$ cat config.mk
export PLATFORM = sky130hd
export DESIGN_NAME = axis_labcontrol_multichannel
export DESIGN_NICKNAME = d
export VERILOG_FILES = /design/src/rtl/axis_labcontrol_multichannel.sv
export SDC_FILE = /design/constraint.sdc
export NUM_CORES = 1
export LEC_CHECK = 0
export ABC_AREA = 1
export CELL_PAD_IN_SITES_DETAIL_PLACEMENT = 0
export CELL_PAD_IN_SITES_GLOBAL_PLACEMENT = 1
export CORE_MARGIN = 4
export CORE_UTILIZATION = 45
export CTS_CLUSTER_DIAMETER = 40
export CTS_CLUSTER_SIZE = 12
export DETAILED_ROUTE_END_ITERATION = 8
export PLACE_DENSITY_LB_ADDON = 0.08
export SYNTH_ARGS = -nofsm -noshare
export SYNTH_HDL_FRONTEND = slang
export SYNTH_SLANG_ARGS = --single-unit
$ cat constraint.sdc
create_clock -name m_axis_aclk -period 7 [get_ports m_axis_aclk]
set_input_delay 1.05 -clock m_axis_aclk [delete_from_list [all_inputs] [get_ports m_axis_aclk]]
set_output_delay 1.05 -clock m_axis_aclk [all_outputs]
set_load 0.005 [all_outputs]
$ cat src/rtl/axis_labcontrol_multichannel.sv
// LabControl-bus receiver: decodes host writes to NUM_CHANNELS consecutive addresses,
// buffers them in a FIFO and streams them out on AXI4-Stream with TDEST/TUSER.
module axis_labcontrol_multichannel #(
   parameter int unsigned AXIS_DATA_WIDTH = 16,
   parameter int unsigned LC_DATA_WIDTH   = 16,
   parameter int unsigned LC_ADDR_WIDTH   = 8,
   parameter int unsigned LC_BASE_ADDRESS = 'hF0,
   parameter int unsigned NUM_CHANNELS    = 4,
   parameter int unsigned CHAN_WIDTH      = 4,
   parameter int unsigned FIFO_DEPTH      = 8,
   parameter int unsigned SIGN_EXTEND     = 1,
   parameter int unsigned SYNC_STAGES     = 2
) (
   input  logic                               m_axis_aclk,
   input  logic                               m_axis_areset,
   output logic [AXIS_DATA_WIDTH-1:0]         m_axis_tdata,
   output logic                               m_axis_tvalid,
   input  logic                               m_axis_tready,
   output logic [CHAN_WIDTH-1:0]              m_axis_tdest,
   output logic [2:0]                         m_axis_tuser,
   input  logic [7:0]                         DIOA,
   input  logic [7:0]                         DIOB,
   input  logic [7:0]                         DIOC,
   input  logic [7:0]                         DIOD,
   input  logic                               clear_overflow,
   output logic                               overflow,
   output logic [15:0]                        drop_count,
   output logic [$clog2(FIFO_DEPTH):0]        fifo_level
);

   localparam int unsigned ADDR_W = $clog2(FIFO_DEPTH);
   localparam int unsigned PTR_W  = ADDR_W + 1;
   localparam int unsigned LVL_W  = ADDR_W + 1;

   localparam logic [LC_ADDR_WIDTH:0] ADDR_LO = (LC_ADDR_WIDTH+1)'(LC_BASE_ADDRESS);
   localparam logic [LC_ADDR_WIDTH:0] ADDR_HI = (LC_ADDR_WIDTH+1)'(LC_BASE_ADDRESS + NUM_CHANNELS);

   typedef struct packed {
      logic [2:0]                 user;
      logic [CHAN_WIDTH-1:0]      dest;
      logic [AXIS_DATA_WIDTH-1:0] data;
   } entry_t;

   // Strobe synchroniser and rising-edge detector; reset to 1 so a held strobe never fires
   logic [SYNC_STAGES-1:0] sync_q;
   logic                   strobe_prev_q;
   logic                   strobe_pulse_c;

   always_ff @(posedge m_axis_aclk) begin
      if (m_axis_areset) begin
         sync_q        <= '1;
         strobe_prev_q <= 1'b1;
      end else begin
         sync_q        <= {sync_q[SYNC_STAGES-2:0], DIOD[0]};
         strobe_prev_q <= sync_q[SYNC_STAGES-1];
      end
   end

   assign strobe_pulse_c = sync_q[SYNC_STAGES-1] & ~strobe_prev_q;

   // Address decode and entry formation, sampled straight from the pins
   logic [LC_DATA_WIDTH-1:0]   lc_data_c;
   logic [LC_ADDR_WIDTH-1:0]   chan_full_c;
   logic [AXIS_DATA_WIDTH-1:0] conv_data_c;
   logic                       in_range_c;
   logic                       capture_c;
   entry_t                     push_entry_c;

   assign lc_data_c   = {DIOA, DIOB};
   assign chan_full_c = DIOC - LC_ADDR_WIDTH'(LC_BASE_ADDRESS);
   assign in_range_c  = ({1'b0, DIOC} >= ADDR_LO) && ({1'b0, DIOC} < ADDR_HI);
   assign capture_c   = strobe_pulse_c & ~DIOD[1] & in_range_c;

   if (AXIS_DATA_WIDTH == LC_DATA_WIDTH) begin : g_pass
      assign conv_data_c = lc_data_c;
   end else if (AXIS_DATA_WIDTH < LC_DATA_WIDTH) begin : g_trunc
      assign conv_data_c = lc_data_c[AXIS_DATA_WIDTH-1:0];
   end else if (SIGN_EXTEND != 0) begin : g_sext
      assign conv_data_c = {{(AXIS_DATA_WIDTH-LC_DATA_WIDTH){lc_data_c[LC_DATA_WIDTH-1]}}, lc_data_c};
   end else begin : g_zext
      assign conv_data_c = {{(AXIS_DATA_WIDTH-LC_DATA_WIDTH){1'b0}}, lc_data_c};
   end

   assign push_entry_c.user = DIOD[4:2];
   assign push_entry_c.dest = CHAN_WIDTH'(chan_full_c);
   assign push_entry_c.data = conv_data_c;

   // Reserved pins and high channel bits carry no meaning here
   logic unused_bits_c;
   assign unused_bits_c = ^{DIOD[7:5], chan_full_c, lc_data_c};

   // FIFO control; capacity counts the output stage, so a pop frees room for a same-cycle push
   entry_t               mem [FIFO_DEPTH];
   logic [PTR_W-1:0]     wr_ptr_q;
   logic [PTR_W-1:0]     rd_ptr_q;
   logic [LVL_W-1:0]     level_q;
   logic                 mem_empty_c;
   logic                 full_c;
   logic                 pop_c;
   logic                 push_c;
   logic                 drop_c;
   logic                 load_c;
   entry_t               rd_entry_c;

   assign mem_empty_c = (wr_ptr_q == rd_ptr_q);
   assign full_c      = (level_q == LVL_W'(FIFO_DEPTH));
   assign pop_c       = m_axis_tvalid & m_axis_tready;
   assign push_c      = capture_c & (~full_c | pop_c);
   assign drop_c      = capture_c & full_c & ~pop_c;
   assign load_c      = ~mem_empty_c & (~m_axis_tvalid | pop_c);
   assign rd_entry_c  = mem[rd_ptr_q[ADDR_W-1:0]];

   always_ff @(posedge m_axis_aclk) begin
      if (push_c) begin
         mem[wr_ptr_q[ADDR_W-1:0]] <= push_entry_c;
      end
   end

   always_ff @(posedge m_axis_aclk) begin
      if (m_axis_areset) begin
         wr_ptr_q      <= '0;
         rd_ptr_q      <= '0;
         level_q       <= '0;
         m_axis_tvalid <= 1'b0;
         m_axis_tdata  <= '0;
         m_axis_tdest  <= '0;
         m_axis_tuser  <= '0;
      end else begin
         if (push_c) begin
            wr_ptr_q <= wr_ptr_q + PTR_W'(1);
         end
         if (load_c) begin
            rd_ptr_q      <= rd_ptr_q + PTR_W'(1);
            m_axis_tvalid <= 1'b1;
            m_axis_tdata  <= rd_entry_c.data;
            m_axis_tdest  <= rd_entry_c.dest;
            m_axis_tuser  <= rd_entry_c.user;
         end else if (pop_c) begin
            m_axis_tvalid <= 1'b0;
         end
         level_q <= level_q + LVL_W'(push_c) - LVL_W'(pop_c);
      end
   end

   assign fifo_level = level_q;

   // Overflow accounting; a clear in the same cycle as a drop takes precedence
   always_ff @(posedge m_axis_aclk) begin
      if (m_axis_areset) begin
         overflow   <= 1'b0;
         drop_count <= '0;
      end else if (clear_overflow) begin
         overflow   <= 1'b0;
         drop_count <= '0;
      end else if (drop_c) begin
         overflow <= 1'b1;
         if (drop_count != 16'hFFFF) begin
            drop_count <= drop_count + 16'd1;
         end
      end
   end

endmodule

Word level (Yosys, flattened, before mapping)
Memory sizes are Yosys's and may differ from the RTL's. A register that Yosys moved wholly into a read port is not among the register bits.
Index checks and enable logic that the tools add are counted.
{"block": "classes", "muxes": 4, "n_bitwise": 16, "n_lt_le_gt_ge": 2, "eq_ne": 3, "reduce_logical": 4, "add_sub_neg": 6}
{"cell": "16-bit by 1-bit adder with 16-bit output (second input constant)", "n": 1}
{"cell": "16-bit inequality test (second input constant)", "n": 1}
{"cell": "4-bit by 1-bit adder with 4-bit output (second input constant)", "n": 2}
{"cell": "1-bit bitwise AND", "n": 8}
{"cell": "8-bit >= comparator (second input constant)", "n": 1}
{"cell": "8-bit < comparator (second input constant)", "n": 1}
{"cell": "1-bit inverter", "n": 6}
{"cell": "4-bit by 1-bit adder with 4-bit output", "n": 1}
{"cell": "4-bit equality test", "n": 1}
{"cell": "4-bit equality test (second input constant)", "n": 1}
{"cell": "1-bit two-way mux", "n": 4}
{"cell": "4-bit by 1-bit subtractor with 4-bit output", "n": 1}
{"cell": "4-bit by 1-bit subtractor with 4-bit output (second input constant)", "n": 1}
{"cell": "1-bit bitwise OR", "n": 2}
{"cell": "2-bit AND reduction", "n": 1}
{"cell": "2-bit nonzero test", "n": 1}
{"cell": "2-bit OR reduction", "n": 1}
{"cell": "1-bit logical AND", "n": 1}
{"block": "totals", "mem_bits_rw": 184, "elab_cells": 44, "n_memories": 1, "in_bits": 36, "output_inout_bits": 45, "register_bits": 33}
{"name": "mem", "depth": 8, "word_bits": 23, "read_ports": 1, "rd_ports_with_merged_regs": 1, "write_ports": 1, "line": "93", "source": "entry_t mem [FIFO_DEPTH];"}

Longest topological paths before layout
Gate-level depths: netlist of run 1.
{"block": "depth", "word_depth": 7, "mapped_depth": 13, "depth_no_buf": 13}

Least setup slack after synthesis of run 1
OpenSTA, ideal clock, no wires.
{"block": "synth_timing", "path_kind": "input -> register", "startpoint": "input port DIOC[3]", "endpoint": "memory mem[5][0] (netlist bit) (enable)", "path_buffers": 0, "cell_stages": 5, "setup_slack_ns": 3.241, "setup_time_ns": 0.432, "arrival_time_ns": 3.327, "cell_sequence": "nor3b_1 > nand3_1 > nor2_1 > nand2_1 > nor3_1"}
{"block": "synth_between", "elab_chain_len": 6}
{"item": "start: declaration", "line": "23", "source": "input logic [7:0] DIOC,"}
{"item": "8-bit >= comparator / 8-bit < comparator (equally long branches)", "line": "71", "source": "assign in_range_c = ({1'b0, DIOC} >= ADDR_LO) && ({1'b0, DIOC} < ADDR_HI);"}
{"item": "1-bit logical AND *", "line": "71"}
{"item": "1-bit bitwise AND *", "line": "72", "source": "assign capture_c = strobe_pulse_c & ~DIOD[1] & in_range_c;"}
{"item": "1-bit bitwise AND *", "line": "108", "source": "assign push_c = capture_c & (~full_c | pop_c);"}
{"item": "1-bit two-way mux *", "line": "114", "source": "if (push_c) begin"}
{"item": "1-bit two-way mux (not written as such) *", "line": "115", "source": "mem[wr_ptr_q[ADDR_W-1:0]] <= push_entry_c;"}
{"item": "end: declaration", "line": "93"}
Mark *: on every way between the ends. The rest lies on a longest branch, timed or not.

Worst setup path after layout of run 1
{"block": "layout_timing", "startpoint": "input port DIOC[3]", "endpoint": "memory mem[4][3] (netlist bit) (enable)"}
Same word-level chain as after synthesis.

==> reports/qor.txt, run 1 <==
cts hold-fix bufs: 0
status: complete, no violations
total congestion overflow: 0
worst-margin pin slew: 1.05 ns
Rel. slew slack: 29.5%
Syn Nets: 989
RSZ-0062 raised after global routing: false
setup TNS: 0 ns
register area: 0.00665 mm²
achievable frequency: 0.270 GHz
Vias/cell: 5.02
worst-path maximum fanout: 14
Worst EP required: 7.17 ns
most frequent cell after synthesis: nor2_1
initial antenna violation count: 0
P&R area growth vs syn: 21.8%
clk sink count: 240
DIE AREA: 0.0247 mm²
synth warn: 0
filler instances: 1,885
root buf cell: clkbuf_16
design area: 0.0122 mm²
Setup WS pre-CTS: 2.75 ns
vias in the first global route: 6,573
CORE AREA: 0.0218 mm²
Resize count post-CTS: 0
Slew Limit Fails: 0
Pleak: 4.33 nW
crit end category: register
flops & latches, synth: 240
post-synth cell types: 28
top-area cell type share of the netlist area: 55.2%
DR vias: 6,679
ANT nets after route: 0
drt wl/cell: 16.5 µm
Mapped Avg Cell Area: 10.6 µm²
Final Hold Vio Count: 0
TritonRoute pass-1 iters: 5
Detailed Route WL: 22.0 mm
Post-synth EDFFs: 184
worst setup path class: primary input to register
sequential area share after synthesis: 66.4%
layout cells sized above 1: 9.90%
Clk Latency, worst-skew pair: 0.50 ns
crit start category: primary input
die height: 157 µm
Placed Area: 0.0110 mm²
max_cap viols: 0
diode count: 0
synth cell count leaders: nor2_1 (188), edfxtp_1 (184), nand2_1 (148)
clock skew: 0.0161 ns
H-tree depth: 2
footprint of the multi-input gates: 0.00290 mm²
PortBufs: 77
dpl hpwl: 12.0 mm
IO Pins: 81
post-CTS setup buffers: 0
mapped cell area: 0.0100 mm²
top cells by area, synth: edfxtp_1 (55%), dfxtp_1 (11%), nor2_1 (7.1%)
die width: 157 µm
largest net degree at the start of global routing: 96
Bufs on Longest Clock Path: 3
row cnt: 54
crit path time final: 3.70 ns
PwrDens: 363 mW/mm²
ys async rst share: 0%
final setup fails: 0
Final WS setup: 3.30 ns
Clock transition at path regs: 0.05 ns
drt first-iter violations: 429
first-pass GRT wire length: 35.1 mm
final period utilization: 52.9%
Hold Path Class: register to register
cells after synthesis: 944
Yosys top cell by area: edfxtp_1
ys flop type: edfxtp_1
post-layout util: 55.8%
CP arrival: 3.88 ns
Total Nets Final: 1,069
Final GP Congestion: 0.744
cts bufs inserted: 36
clock tree from TritonCTS: built
drt drc: 0
maximum VDD drop: 0.149 mV
GR Util All Layers: 18.1%
Starting Density: 45.8%
==> critical path, cell delays in order <==
cell	delay (ns)
clkdlybuf4s50_1	0.61
nor3b_1	0.36
nand3_1	0.12
nor2_1	0.25
nand2_1	0.21
nor3_2	0.83
buf_4	0.43
==> registers in the layout, indices dropped and copies added (netlist names) <==
register,cells
m_axis_tvalid,1
overflow,1
rd_ptr_q,4
m_axis_tdest,4
strobe_prev_q,1
wr_ptr_q,4
m_axis_tdata,16
drop_count,16
fifo_level,4
m_axis_tuser,3
mem,184
sync_q,2
==> worst paths after layout <==
kind / from / to / slack [ns] / cells after the start
setup / recovery: DIOC[3] / mem[4][3] / 3.30 / 7
hold / removal: sync_q[0] / sync_q[1] / 0.41 / 1
setup reg to reg: fifo_level[2] / mem[4][3] / 4.13 / 8
hold reg to reg: sync_q[0] / sync_q[1] / 0.41 / 1
==> placed cells by master, fill, tap and decap left out, drive strengths merged <==
| cell type | count |
|---|---|
| o211ai | 46 |
| ha | 8 |
| dfxtp | 56 |
| inv | 72 |
| a21oi | 42 |
| clkdlybuf4s50 | 77 |
| or2 | 3 |
| clkbuf | 46 |
| bufinv | 2 |
| o21ai | 99 |
| clkinvlp | 2 |
| nor2 | 189 |
| xnor2 | 3 |
| nand3 | 22 |
| xor2 | 12 |
| edfxtp | 184 |
| nor3b | 1 |
| nor3 | 6 |
| nand2 | 150 |
| fa | 1 |
| nand4 | 8 |
| buf | 14 |
| clkinv | 8 |
==> final cells by class <==
class / count / share of cell area, %
Clock inverter: 19 / 1.53
Timing Repair Buffer: 91 / 7.19
Tap cell: 280 / 2.88
Clock buffer: 46 / 8.04
Sequential cell: 240 / 54.6
Inverter: 65 / 2.00
Multi-Input combinational cell: 590 / 23.8
==> metrics by stage <==
| stage | total power [mW] | std cells | hold slack, ns |
|---|---|---|---|
| CTS | 4.49 | 1331 | 0.411 |
| finish | 4.42 | 1331 | 0.412 |
| global placement | 2.76 | 1266 | 0.398 |
| global route | 4.69 | 1331 | 0.417 |
| detailed placement | 2.77 | 1266 | 0.398 |
| floorplan | 2.42 | 944 | 0.389 |
==> layer usage <==
layer  vias to the layer above  global-route usage (%)  part of all wire (%)
met5                         -                       0                     0
met2                       134                    29.5                    47
met3                        24                    2.80                   4.2
met4                         0                    4.92                   1.4
li1                       3393                       -                     -
met1                      3128                    25.7                    48
==> report_power, final <==
part | leakage, nW | internal [mW] | switching (mW)
sequential | 2.11 | 1.62 | 0.0632
clock | 0.569 | 1.08 | 0.630
combinational | 1.65 | 0.404 | 0.631
==> logic make-up after synthesis <==
logic type / share of synthesized area, %
compound gates: 11.1
xor+xnor: 1.31
fa+ha+maj: 1.20
buf+inv: 4.95
flops: 66.4
simple gates: 15.0
(Power assumes the default switching activity.)
==> run 2: changes to the inputs <==
- CORE_UTILIZATION: 45 -> 42
- clock period: 7 -> 3.15 ns (I/O delays scaled with it)
==> run 2 against run 1 <==
  * Sequential power grew 120%
  * Global-route usage fell by 0.59 points
  * Register-to-register slack got worse by 3.2 ns
  * Cell count rose by 3.5%
  * Setup slack worse by 2.5 ns
  * Final area increased by 1.8%
  * Non-clock buffer count grew 10
  * Routed wire length grew 3.4%
  * Critical path depth grew 5
  * Worst hold slack got worse by 0.0039 ns
==> reports/qor.txt, run 2 (synthesized netlist as in run 1, its figures left out) <==
reg2reg path depth: 13 (+5)
min-delay src: sync_q[0]
Rel. slew slack: 40.1% (+11 points)
most frequent cells in the layout: nor2_1 (186), edfxtp_1 (184), nand2_1 (148)
P&R area growth vs syn: 24.0%
Slew Limit Fails: 0 (unchanged)
post-CTS setup buffers: 0 (unchanged)
final setup fails: 0 (unchanged)
achievable frequency: 0.430 GHz
clock skew: 0.0169 ns (+0.000784 ns)
RSZ-0062 raised after global routing: false
root buf cell: clkbuf_16
cts bufs inserted: 36 (unchanged)
Clock transition at path regs: 0.05 ns (about the same)
max reg flops: 184 (unchanged)
final period utilization: 73.9%
DIE AREA: 0.0263 mm² (+6.8%)
CP arrival: 2.70 ns (-1.18 ns)
post-layout util: 52.8% (-3.0 points)
commonest non-fill, non-tap cell in the layout: nor2_1
drt drc: 0 (unchanged)
worst-margin pin slew: 0.899 ns (-0.153 ns)
Detailed Route WL: 22.7 mm (+3.4%)
PortBufs: 77 (unchanged)
clk sink count: 240 (unchanged)
worst-path maximum fanout: 3 (-11)
CORE AREA: 0.0235 mm² (+7.6%)
Resize count post-CTS: 0 (unchanged)
die height: 162 µm (+3.3%)
Worst R2R Setup Slack: 0.90 ns (-3.23 ns)
filler instances: 2,067 (+9.7%)
Starting Density: 42.6% (-3.2 points)
initial antenna violation count: 0 (unchanged)
Final GP Congestion: 0.747 (+0.39%)
H-tree depth: 2 (unchanged)
die width: 162 µm (+3.3%)
Clk Latency, worst-skew pair: 0.49 ns (about the same)
crit path time final: 2.33 ns
Worst EP required: 3.52 ns (-3.65 ns)
PwrDens: 806 mW/mm² (+120%)
vias in the first global route: 6,701 (+1.9%)
crit start category: primary input
DR vias: 6,750 (+1.1%)
drt first-iter violations: 345 (-20%)
row cnt: 56 (+3.7%)
Hold EP: sync_q[1]
GR Util All Layers: 17.5% (-0.59 points)
status: complete, no violations
cts hold-fix bufs: 0 (unchanged)
crit path from: DIOC[3]
worst setup path class: primary input to register
reg-to-reg startpoint: fifo_level[2]
Hold Path Class: register to register
drt wl/cell: 16.5 µm (about the same)
setup TNS: 0 ns (unchanged)
TritonRoute pass-1 iters: 4 (-1)
maximum VDD drop: 0.380 mV (+150%)
IO Pins: 81 (unchanged)
first-pass GRT wire length: 36.7 mm (+4.6%)
FF-to-FF End: fifo_level[2]
Vias/cell: 4.90 (-2.4%)
total congestion overflow: 0 (unchanged)
Bufs on Longest Clock Path: 3 (unchanged)
crit end category: register
layout cells sized above 1: 10.4% (+0.49 points)
clock tree from TritonCTS: built
ANT nets after route: 0 (unchanged)
Pleak: 4.41 nW (+1.7%)
diode count: 0 (unchanged)
WHS Path Cells: 1 (unchanged)
dpl hpwl: 13.1 mm (+8.7%)
Final Hold Vio Count: 0 (unchanged)
largest net degree at the start of global routing: 94 (-2.1%)
Total Nets Final: 1,079 (+0.94%)
max_cap viols: 0 (unchanged)
[run 2: cell types whose count changed in the layout (fill, tap and decap cells not counted), sizes merged]
cell | previous run | this run
inv | 72 | 65
bufinv | 2 | 5
clkbuf | 46 | 42
buf | 14 | 24
clkinv | 8 | 14
[run 2: worst max-delay path by stage]
stage	cells past startpoint	to	slack (ns)
floorplan	5	mem[1][0]	-0.03
global route	12	fifo_level[2]	0.56
CTS	12	fifo_level[2]	0.80
finish	12	fifo_level[2]	0.82
detailed placement	12	fifo_level[2]	0.30
global placement	12	fifo_level[2]	0.29
[run 2: critical path, cell delays in order]
cell and delay (ns):
clkdlybuf4s50_1 0.50, nor3b_1 0.29, nand3_1 0.11, nor2_1 0.13
inv_1 0.09, ha_1 0.29, inv_1 0.06, ha_1 0.15
inv_1 0.05, fa_1 0.37, xor2_1 0.13, nor2_1 0.05
[run 2: layout make-up]
cell class	instances	area (µm²)	area share (%)
clock buffers	42	945	7.62
inverters	65	244	1.97
repair buffers	101	1030	8.27
clock inverters	21	239	1.93
multi-input cells	590	2900	23.4
flip-flops and latches	240	6650	53.6
well taps	319	399	3.22
[run 2: per-layer routing]
layer  GRT usage (%)  wire length, µm
met4            4.61              357
met5               0                0
met2            28.3            10500
met1            24.7            10900
met3            3.15              970
[run 2: report_power, final]
group / internal (mW) / switching (mW) / leakage [nW] / total, mW
Clock: 2.55 / 1.35 / 0.574 / 3.89
Combinational: 0.925 / 1.44 / 1.72 / 2.36
Sequential: 3.59 / 0.146 / 2.11 / 3.74
Total: 7.06 / 2.93 / 4.41 / 9.99
[run 2: through the flow]
step / worst slack [ns] / std cells / power [mW] / hold slack, ns / area [µm²]
detailed placement: 0.295 / 1315 / 6.21 / 0.399 / 11200
global route: 0.558 / 1378 / 10.6 / 0.442 / 12400
global placement: 0.287 / 1315 / 6.21 / 0.394 / 11200
CTS: 0.796 / 1378 / 10.1 / 0.411 / 12400
floorplan: -0.0318 / 944 / 5.37 / 0.389 / 10000
finish: 0.823 / 1378 / 9.99 / 0.408 / 12400
==> run 3: changes to the inputs <==
- clock period: 3.15 -> 1.9 ns (I/O delays scaled with it)
==> run 3 against run 2 <==
  * Non-clock buffer count up 37
  * Flip-flop and latch count unchanged
  * Via count up 1.7%
  * Utilization up 2.9 points
  * Cell count up 3.1%
  * Routed wire length up 0.98%
  * Clock skew up 0.0038 ns
  * Setup slack worse by 0.81 ns
  * Final area up 5.5%
  * Register-to-register slack worse by 0.89 ns
  * Largest cell class unchanged
==> reports/qor.txt, run 3 (synthesized netlist as in run 1, its figures left out) <==
status: complete, no violations
Worst R2R Setup Slack: 0.01 ns (-0.89 ns)
DIE AREA: 0.0263 mm² (unchanged)
setup TNS: 0 ns (unchanged)
first-pass GRT wire length: 37.0 mm (+0.75%)
root buf cell: clkbuf_16
min-delay src: DIOD[0]
largest net degree at the start of global routing: 87 (-7.4%)
Placed Area: 0.0118 mm² (+4.9%)
WHS Path Cells: 2 (+1)
CORE AREA: 0.0235 mm² (unchanged)
P&R area growth vs syn: 30.9%
clock tree from TritonCTS: built
Final GP Congestion: 0.781 (+4.5%)
clk sink count: 240 (unchanged)
PwrDens: 1340 mW/mm² (+66%)
most frequent cells in the layout: nor2_1 (184), edfxtp_1 (184), nand2_1 (145)
Pleak: 4.70 nW (+6.7%)
Rel. slew slack: 59.8% (+20 points)
max reg flops: 184 (unchanged)
H-tree depth: 2 (unchanged)
Worst EP required: 2.30 ns (-1.22 ns)
DR vias: 6,864 (+1.7%)
max_cap viols: 0 (unchanged)
Min Hold Slack: 0.353 ns (-0.0547 ns)
dpl hpwl: 14.1 mm (+7.7%)
worst-path maximum fanout: 2 (-1)
PortBufs: 77 (unchanged)
achievable frequency: 0.530 GHz
Detailed Route WL: 23.0 mm (+0.98%)
worst setup path class: register to register
clock skew: 0.0206 ns (+0.00375 ns)
reg2reg path depth: 12 (-1)
Clock transition at path regs: 0.06 ns (about the same)
final setup fails: 0 (unchanged)
final period utilization: 99.3%
ANT nets after route: 0 (unchanged)
diode count: 0 (unchanged)
Clk Latency, worst-skew pair: 0.51 ns (+0.02 ns)
RSZ-0062 raised after global routing: true
design area: 0.0131 mm² (+5.5%)
IO Pins: 81 (unchanged)
die height: 162 µm (unchanged)
crit path time final: 1.89 ns
top sig layer: met4
initial antenna violation count: 0 (unchanged)
die width: 162 µm (unchanged)
crit start category: register
Met3 Wirelength: 1.25 mm (+29%)
TritonRoute pass-1 iters: 4 (unchanged)
total congestion overflow: 0 (unchanged)
Bufs on Longest Clock Path: 3 (unchanged)
maximum VDD drop: 1.05 mV (+180%)
drt wl/cell: 16.2 µm (-2.1%)
cts bufs inserted: 38 (+5.6%)
layout cells sized above 1: 16.2% (+5.8 points)
row cnt: 56 (unchanged)
FF-to-FF End: fifo_level[1]
crit end category: register
drt first-iter violations: 433 (+26%)
met2 WL: 10.8 mm (+2.6%)
vias in the first global route: 6,760 (+0.88%)
reg-to-reg startpoint: fifo_level[2]
GR Util All Layers: 17.8% (+0.26 points)
Slew Limit Fails: 0 (unchanged)
Hold EP: sync_q[0]
worst-margin pin slew: 0.603 ns (-0.296 ns)
drt drc: 0 (unchanged)
CP arrival: 2.28 ns (-0.42 ns)
Hold Path Class: primary input to register
Final Hold Vio Count: 0 (unchanged)
routed metal-1 wirelength: 10.5 mm (-3.9%)
Vias/cell: 4.83 (-1.4%)
Starting Density: 42.6% (unchanged)
Total Nets Final: 1,118 (+3.6%)
==> run 3: timing repair <==
action | 4_1_cts | 5_1_grt
gates resized for setup | 2 | 1
pin swaps | 1 | 0
buffers inserted | 2 | 1
setup endpoints to repair | 2 | 3
hold buffers | 0 | 0
==> run 3: through the flow <==
step / setup slack, ns / utilization (%) / total power, mW / cells
floorplan: -0.0659 / - / 8.99 / 944
global placement: -0.576 / 50.1 / 10.7 / 1349
detailed placement: -0.591 / 50.1 / 10.7 / 1349
CTS: 0.000649 / 55.7 / 17.8 / 1420
global route: -0.0752 / 55.8 / 18.6 / 1421
finish: 0.0135 / 55.8 / 17.6 / 1421
==> run 3: metal layers <==
layer / track usage (%) / vias up
li1: - / 3504
met1: 24.2 / 3181
met2: 29.1 / 140
met3: 4.09 / 39
met4: 4.61 / 0
met5: 0 / -
==> run 3: how the worst max path moves through the flow <==
stage / cells past startpoint / endpoint / from
final: 12 / fifo_level[1] / fifo_level[2]
after global routing: 13 / fifo_level[2] / fifo_level[2]
after CTS: 12 / fifo_level[1] / fifo_level[2]
after detailed placement: 11 / fifo_level[1] / DIOC[2]
after global placement: 11 / fifo_level[1] / DIOC[2]
after floorplan: 7 / mem[1][0] / fifo_level[2]
==> run 3: final cells by class <==
cell class | instances | area (µm²)
Fill cell | 2032 | 10400
Multi-Input combinational cell | 590 | 3040
Clock inverter | 25 | 303
Clock buffer | 44 | 995
Tap cell | 319 | 399
Timing Repair Buffer | 138 | 1450
Sequential cell | 240 | 6650
Inverter | 65 | 244
==> run 3: worst max-delay path, stage by stage (launching register included) <==
cell     delay [ns]
dfxtp_2        0.32
inv_2          0.07
ha_4           0.14
nand3_4        0.07
nor2_4         0.12
nor2_4         0.04
inv_2          0.07
ha_4           0.19
inv_2          0.06
ha_4           0.12
inv_2          0.03
fa_2           0.51
nor2_1         0.04
==> run 3: where the power goes <==
group | internal, mW | total, mW | leakage [nW] | switching (mW)
Sequential | 5.96 | 6.15 | 2.11 | 0.190
Combinational | 1.90 | 4.43 | 1.97 | 2.53
Clock | 4.50 | 6.97 | 0.621 | 2.47
Total | 12.4 | 17.6 | 4.70 | 5.19
